### config.mk
export PLATFORM = sky130hd
export DESIGN_NAME = mem_arbiter
export DESIGN_NICKNAME = d
export VERILOG_FILES = /design/src/rtl/mem_arbiter_pkg.sv /design/src/rtl/mem_arbiter_rr_pick2.sv /design/src/rtl/mem_arbiter.sv
export SDC_FILE = /design/constraint.sdc
export NUM_CORES = 1
export LEC_CHECK = 0
export BUFFER_PORTS_ARGS = -buffer_cell sky130_fd_sc_hd__buf_2
export CAP_MARGIN = 5
export CORE_MARGIN = 3
export CORE_UTILIZATION = 33
export DETAILED_ROUTE_END_ITERATION = 10
export PLACE_DENSITY_LB_ADDON = 0.1
export SLEW_MARGIN = 20
export SYNTH_ARGS = -nofsm -noshare
export SYNTH_HDL_FRONTEND = slang
export SYNTH_SLANG_ARGS = --single-unit
### constraint.sdc
create_clock -name clk -period 2.8 [get_ports clk]
set_input_delay 0.28 -clock clk [delete_from_list [all_inputs] [get_ports clk]]
set_output_delay 0.28 -clock clk [all_outputs]
set_load 0.05 [all_outputs]
### src/rtl/mem_arbiter_pkg.sv
// mem_arbiter_pkg: shared FSM states, grant encodings and RAM latency bounds for the arbiter.
package mem_arbiter_pkg;
  typedef enum logic [1:0] {IDLE, ACCESS, DONE} state_e;
  typedef enum logic {GNT_I = 1'b0, GNT_D = 1'b1} gnt_e;
  localparam int RAM_LAT_MIN = 1;
  localparam int RAM_LAT_MAX = 15;
endpackage

### src/rtl/mem_arbiter_rr_pick2.sv
// rr_pick2: two-way round-robin pick; on a tie the requester not granted last wins.
module rr_pick2
  import mem_arbiter_pkg::*;
(
  input  logic       i_req_i,
  input  logic       d_req_i,
  input  logic       last_i,
  output logic [1:0] gnt_o
);
  logic last_d;
  assign last_d   = (last_i == GNT_D);
  assign gnt_o[0] = i_req_i & (~d_req_i | last_d);
  assign gnt_o[1] = d_req_i & (~i_req_i | ~last_d);
endmodule

### src/rtl/mem_arbiter.sv
// mem_arbiter: shares one single-port RAM between an instruction-fetch port and a data port.
module mem_arbiter
  import mem_arbiter_pkg::*;
#(
  parameter int RAM_LAT = 1
) (
  input  logic        clk,
  input  logic        rst,
  input  logic        i_req,
  input  logic [31:0] i_addr,
  output logic        i_ack,
  output logic [31:0] i_rdata,
  input  logic        d_req,
  input  logic        d_we,
  input  logic [31:0] d_addr,
  input  logic [31:0] d_wdata,
  output logic        d_ack,
  output logic [31:0] d_rdata,
  output logic [31:0] Addr,
  output logic        R,
  output logic        W,
  output logic [31:0] W_data,
  input  logic [31:0] R_data
);
  localparam logic [3:0] LAT_M1 = 4'(RAM_LAT - 1);
  state_e      state_q;
  gnt_e        gnt_q, last_q;
  logic [3:0]  cnt_q;
  logic        r_q, w_q, i_ack_q, d_ack_q;
  logic [31:0] i_rdata_q, d_rdata_q, addr_q, wdata_q;
  logic [1:0]  pick;
  rr_pick2 u_pick (
    .i_req_i(i_req),
    .d_req_i(d_req),
    .last_i (last_q),
    .gnt_o  (pick)
  );
  always_ff @(posedge clk) begin
    if (rst) begin
      state_q   <= IDLE;
      gnt_q     <= GNT_I;
      last_q    <= GNT_D;
      cnt_q     <= '0;
      r_q       <= 1'b0;
      w_q       <= 1'b0;
      i_ack_q   <= 1'b0;
      d_ack_q   <= 1'b0;
      i_rdata_q <= '0;
      d_rdata_q <= '0;
      addr_q    <= '0;
      wdata_q   <= '0;
    end else begin
      case (state_q)
        IDLE: if (i_req | d_req) begin
          gnt_q   <= pick[1] ? GNT_D : GNT_I;
          last_q  <= pick[1] ? GNT_D : GNT_I;
          addr_q  <= pick[1] ? d_addr : i_addr;
          wdata_q <= pick[1] ? d_wdata : wdata_q;
          r_q     <= ~(pick[1] & d_we);
          w_q     <= pick[1] & d_we;
          cnt_q   <= LAT_M1;
          state_q <= ACCESS;
        end
        ACCESS: if (cnt_q == '0) begin
          // The RAM word is sampled on the edge that closes the strobe window
          i_rdata_q <= (r_q && gnt_q == GNT_I) ? R_data : i_rdata_q;
          d_rdata_q <= (r_q && gnt_q == GNT_D) ? R_data : d_rdata_q;
          r_q       <= 1'b0;
          w_q       <= 1'b0;
          i_ack_q   <= (gnt_q == GNT_I);
          d_ack_q   <= (gnt_q == GNT_D);
          state_q   <= DONE;
        end else begin
          cnt_q <= cnt_q - 4'd1;
        end
        DONE: begin
          i_ack_q <= 1'b0;
          d_ack_q <= 1'b0;
          state_q <= IDLE;
        end
        default: state_q <= IDLE;
      endcase
    end
  end
  assign i_ack   = i_ack_q;
  assign d_ack   = d_ack_q;
  assign i_rdata = i_rdata_q;
  assign d_rdata = d_rdata_q;
  assign Addr    = addr_q;
  assign R       = r_q;
  assign W       = w_q;
  assign W_data  = wdata_q;
endmodule

==> run summary <==
- complete, no violations — status
- 17 — TritonCTS Buffers
- 3.26 nW — leakage power of the design
- 17.0% — global router's overall resource usage
- 0 — Max Transition Viols Final
- sky130_fd_sc_hd__dfxtp_1, sky130_fd_sc_hd__nand2_1, sky130_fd_sc_hd__a21oi_1 — synth cell count leaders
- 0 — number of antenna cells inserted
- 0.428 mV — Max VDD drop
- 20 — largest fanout of any net on the critical path
- 4653 — total via count in the routed design
- 0.00444 ns — clock skew after layout
- 2.54 ns — Arrival @ worst endpoint
- yes — TritonCTS clock tree
- 22.4 mm — global-route wire length before repair
- 265 — I/O pin count
- 15.0 µm — wire length per cell
- 48.2% — final core utilization
- no — unrepaired setup endpoints after global routing
- sky130_fd_sc_hd__dfxtp_1, sky130_fd_sc_hd__nand2_1, sky130_fd_sc_hd__a21oi_1 — main area contributors after synthesis
- 81.3% — share of the clock period used by the worst path after layout
- 0.775 — routability-driven placement congestion ratio
- 76 — pin count of the biggest net entering global routing
- input pin to flop — class of the tightest hold or removal check
- 2 — maximum clock insertion buffer count
- 0 — number of synthesized flops with an enable pin
- 1466 — filler cell count
- 264 — number of buffers inserted by port buffering
- 971 — Final Instance Count excl. Fillers
- 656 — Post-Synthesis Net Count
- 0.0168 mm² — die area
- 32 — library cells used by synthesis
- 0.06 ns — clock input transition at the sequential cells of the worst setup and hold paths
- 39.8% — fraction of layout instances using a drive strength above 1
- 8 — Pre-Repair DR Iteration Count
- 2.28 ns — post-layout minimum cycle time
- 0 — synth warn
- 4 — Clock H-tree levels
- 0 — count of antenna-violating nets left after detailed routing
- 0 — global route overflow
- 47.6% — Slew Limit Headroom
- 55.5% — sequential cell area fraction in the yosys report
- 44 — Row Count
- 34.2% — initial core utilization
- 140 — Sink Count
- 0 — number of antenna violations at the first check in global routing
- 130 µm — DIE HEIGHT
- 0 — post-cts sizing count
- sky130_fd_sc_hd__dfxtp_1 — most common cell in the synthesized netlist
- 5.37 mW — Final Total Pwr
- 4507 — vias in the first global route
- 148 — drt first-iter violations
- 9.70 µm² — post-synthesis average cell area
- sky130_fd_sc_hd__dfxtp_1 — Synth area leader
- 939 — instance count after placement with tap cells included
- 909 — number of nets in the layout
- 10.7 mm — total half-perimeter wirelength after legalization and detailed placement
- 14.5 mm — routed wire length
- 0 — hold-fix buffers at CTS
- 3.06 ns — data required time of the worst path
- 140 — register bit count reported by yosys
- flop to flop — Setup CP Type
- sky130_fd_sc_hd__clkbuf_16 — buffer cell driving the clock tree root
- flop — Crit. End Element
- 0 — # setup viols final
- 0.00505 mm² — cell area after technology mapping
- 521 — instance count of the mapped netlist
- 55.5% — top-area cell type share of the netlist area
- 755 mW/mm² — Pwr per Cell Area
- 0.522 ns — least setup slack across all paths after layout
- 130 µm — die width
- 0 — count of max-cap constraint violations
- 4.79 — Via-to-Cell Ratio
- 40.9% — area added between synthesis and finish
- flop — category of the worst setup path launch point
- 0 ns — post-route setup TNS
- 0 — buffers inserted by post-CTS timing repair
- 0 — final routed DRC violation total
- 439 MHz — achievable frequency
- 0.41 ns — clock network latency to the later pin of the worst-skew pair
- 0 — Hold Vio Cnt, Final
- 0% — fraction of synthesis flops using an asynchronous set or reset pin
- 0.496 ns — worst-case setup slack after placement
- 0.785 ns — Worst-Margin Slew
- sky130_fd_sc_hd__dfxtp_1 — most common flop cell mapped by yosys
- 0.0148 mm² — area of the placeable core
placed cells by master, fill, tap and decap left out, types with 2 or more instances in the layout:
master,count
sky130_fd_sc_hd__a21o_1,2
sky130_fd_sc_hd__a21oi_1,66
sky130_fd_sc_hd__a21oi_2,4
sky130_fd_sc_hd__a22o_1,32
sky130_fd_sc_hd__and2_1,3
sky130_fd_sc_hd__buf_2,264
sky130_fd_sc_hd__buf_4,10
sky130_fd_sc_hd__bufinv_16,4
sky130_fd_sc_hd__clkbuf_1,2
sky130_fd_sc_hd__clkbuf_16,17
sky130_fd_sc_hd__clkbuf_8,2
sky130_fd_sc_hd__clkinv_2,3
sky130_fd_sc_hd__clkinvlp_4,3
sky130_fd_sc_hd__dfxtp_1,140
sky130_fd_sc_hd__ha_1,2
sky130_fd_sc_hd__inv_1,2
sky130_fd_sc_hd__mux2i_1,32
sky130_fd_sc_hd__nand2_1,133
sky130_fd_sc_hd__nand2b_1,2
sky130_fd_sc_hd__nand3_1,7
sky130_fd_sc_hd__nand4b_1,2
sky130_fd_sc_hd__nor2_1,3
sky130_fd_sc_hd__nor3_1,3
sky130_fd_sc_hd__o2bb2ai_1,32
sky130_fd_sc_hd__or3_1,2
sky130_fd_sc_hd__xnor2_1,2
worst paths after layout:
kind / start / to / slack (ns) / cells after the start
setup / recovery: cnt_q[0] / d_rdata[3] / 0.52 / 7
setup reg to reg: cnt_q[0] / d_rdata[3] / 0.52 / 7
hold reg to reg: i_rdata[10] / i_rdata[10] / 0.45 / 2
hold / removal: d_wdata[25] / W_data[25] / 0.07 / 2
report_power, final:
part	total [mW]	internal [mW]	leakage [nW]	switching, mW
clock	2.37	1.53	0.299	0.836
combinational	0.840	0.241	1.82	0.599
sequential	2.16	2.10	1.14	0.0596
total	5.37	3.88	3.26	1.49
cell families (layout without fill, tap and decap cells):
group,count (synthesis),count (layout),synth area share [%]
simple gates,161,161,13.5
compound gates,142,142,19.4
flops,140,140,55.5
buf+inv,42,308,4.43
mux,32,32,6.34
fa+ha+maj,2,2,0.495
xor+xnor,2,2,0.347
through the flow:
| stage | area (µm²) | hold slack (ns) |
|---|---|---|
| floorplan | 5050 | 0.406 |
| global placement | 6490 | 0.439 |
| detailed placement | 6490 | 0.441 |
| CTS | 7120 | 0.0511 |
| global route | 7120 | 0.0553 |
| finish | 7120 | 0.0731 |
worst max-delay path, stage by stage, from the launching register on:
cell                      delay (ns)
sky130_fd_sc_hd__dfxtp_1        0.34
sky130_fd_sc_hd__inv_1          0.09
sky130_fd_sc_hd__ha_1           0.15
sky130_fd_sc_hd__or3b_1         0.49
sky130_fd_sc_hd__or3_1          0.62
sky130_fd_sc_hd__buf_4          0.29
sky130_fd_sc_hd__nand2_1        0.09
sky130_fd_sc_hd__a21oi_1        0.06
final cells by class:
cell class | count | area [µm²] | area share [%]
sequential | 140 | 2800 | 39.4
multi-input combinational | 339 | 2050 | 28.9
timing repair buffer | 274 | 1400 | 19.6
clock buffer | 21 | 460 | 6.47
tap | 184 | 230 | 3.23
clock inverter | 11 | 166 | 2.34
inverter | 2 | 7.51 | 0.105
state kept, by name, indices dropped and copies added, names as in the netlist:
name	count
d_ack	1
Addr	32
last_q	1
i_rdata	32
d_rdata	32
W	1
state_q	2
i_ack	1
cnt_q	4
R	1
W_data	32
gnt_q	1
per-layer routing:
metal	routed length [µm]	up-vias	GRT usage [%]
met5	0	-	0
met4	232	0	5.99
met3	1230	18	6.63
met2	7110	179	28.3
met1	5950	2132	20.0
li1	-	2324	-
No activity file was read; power rests on OpenSTA's default activity.
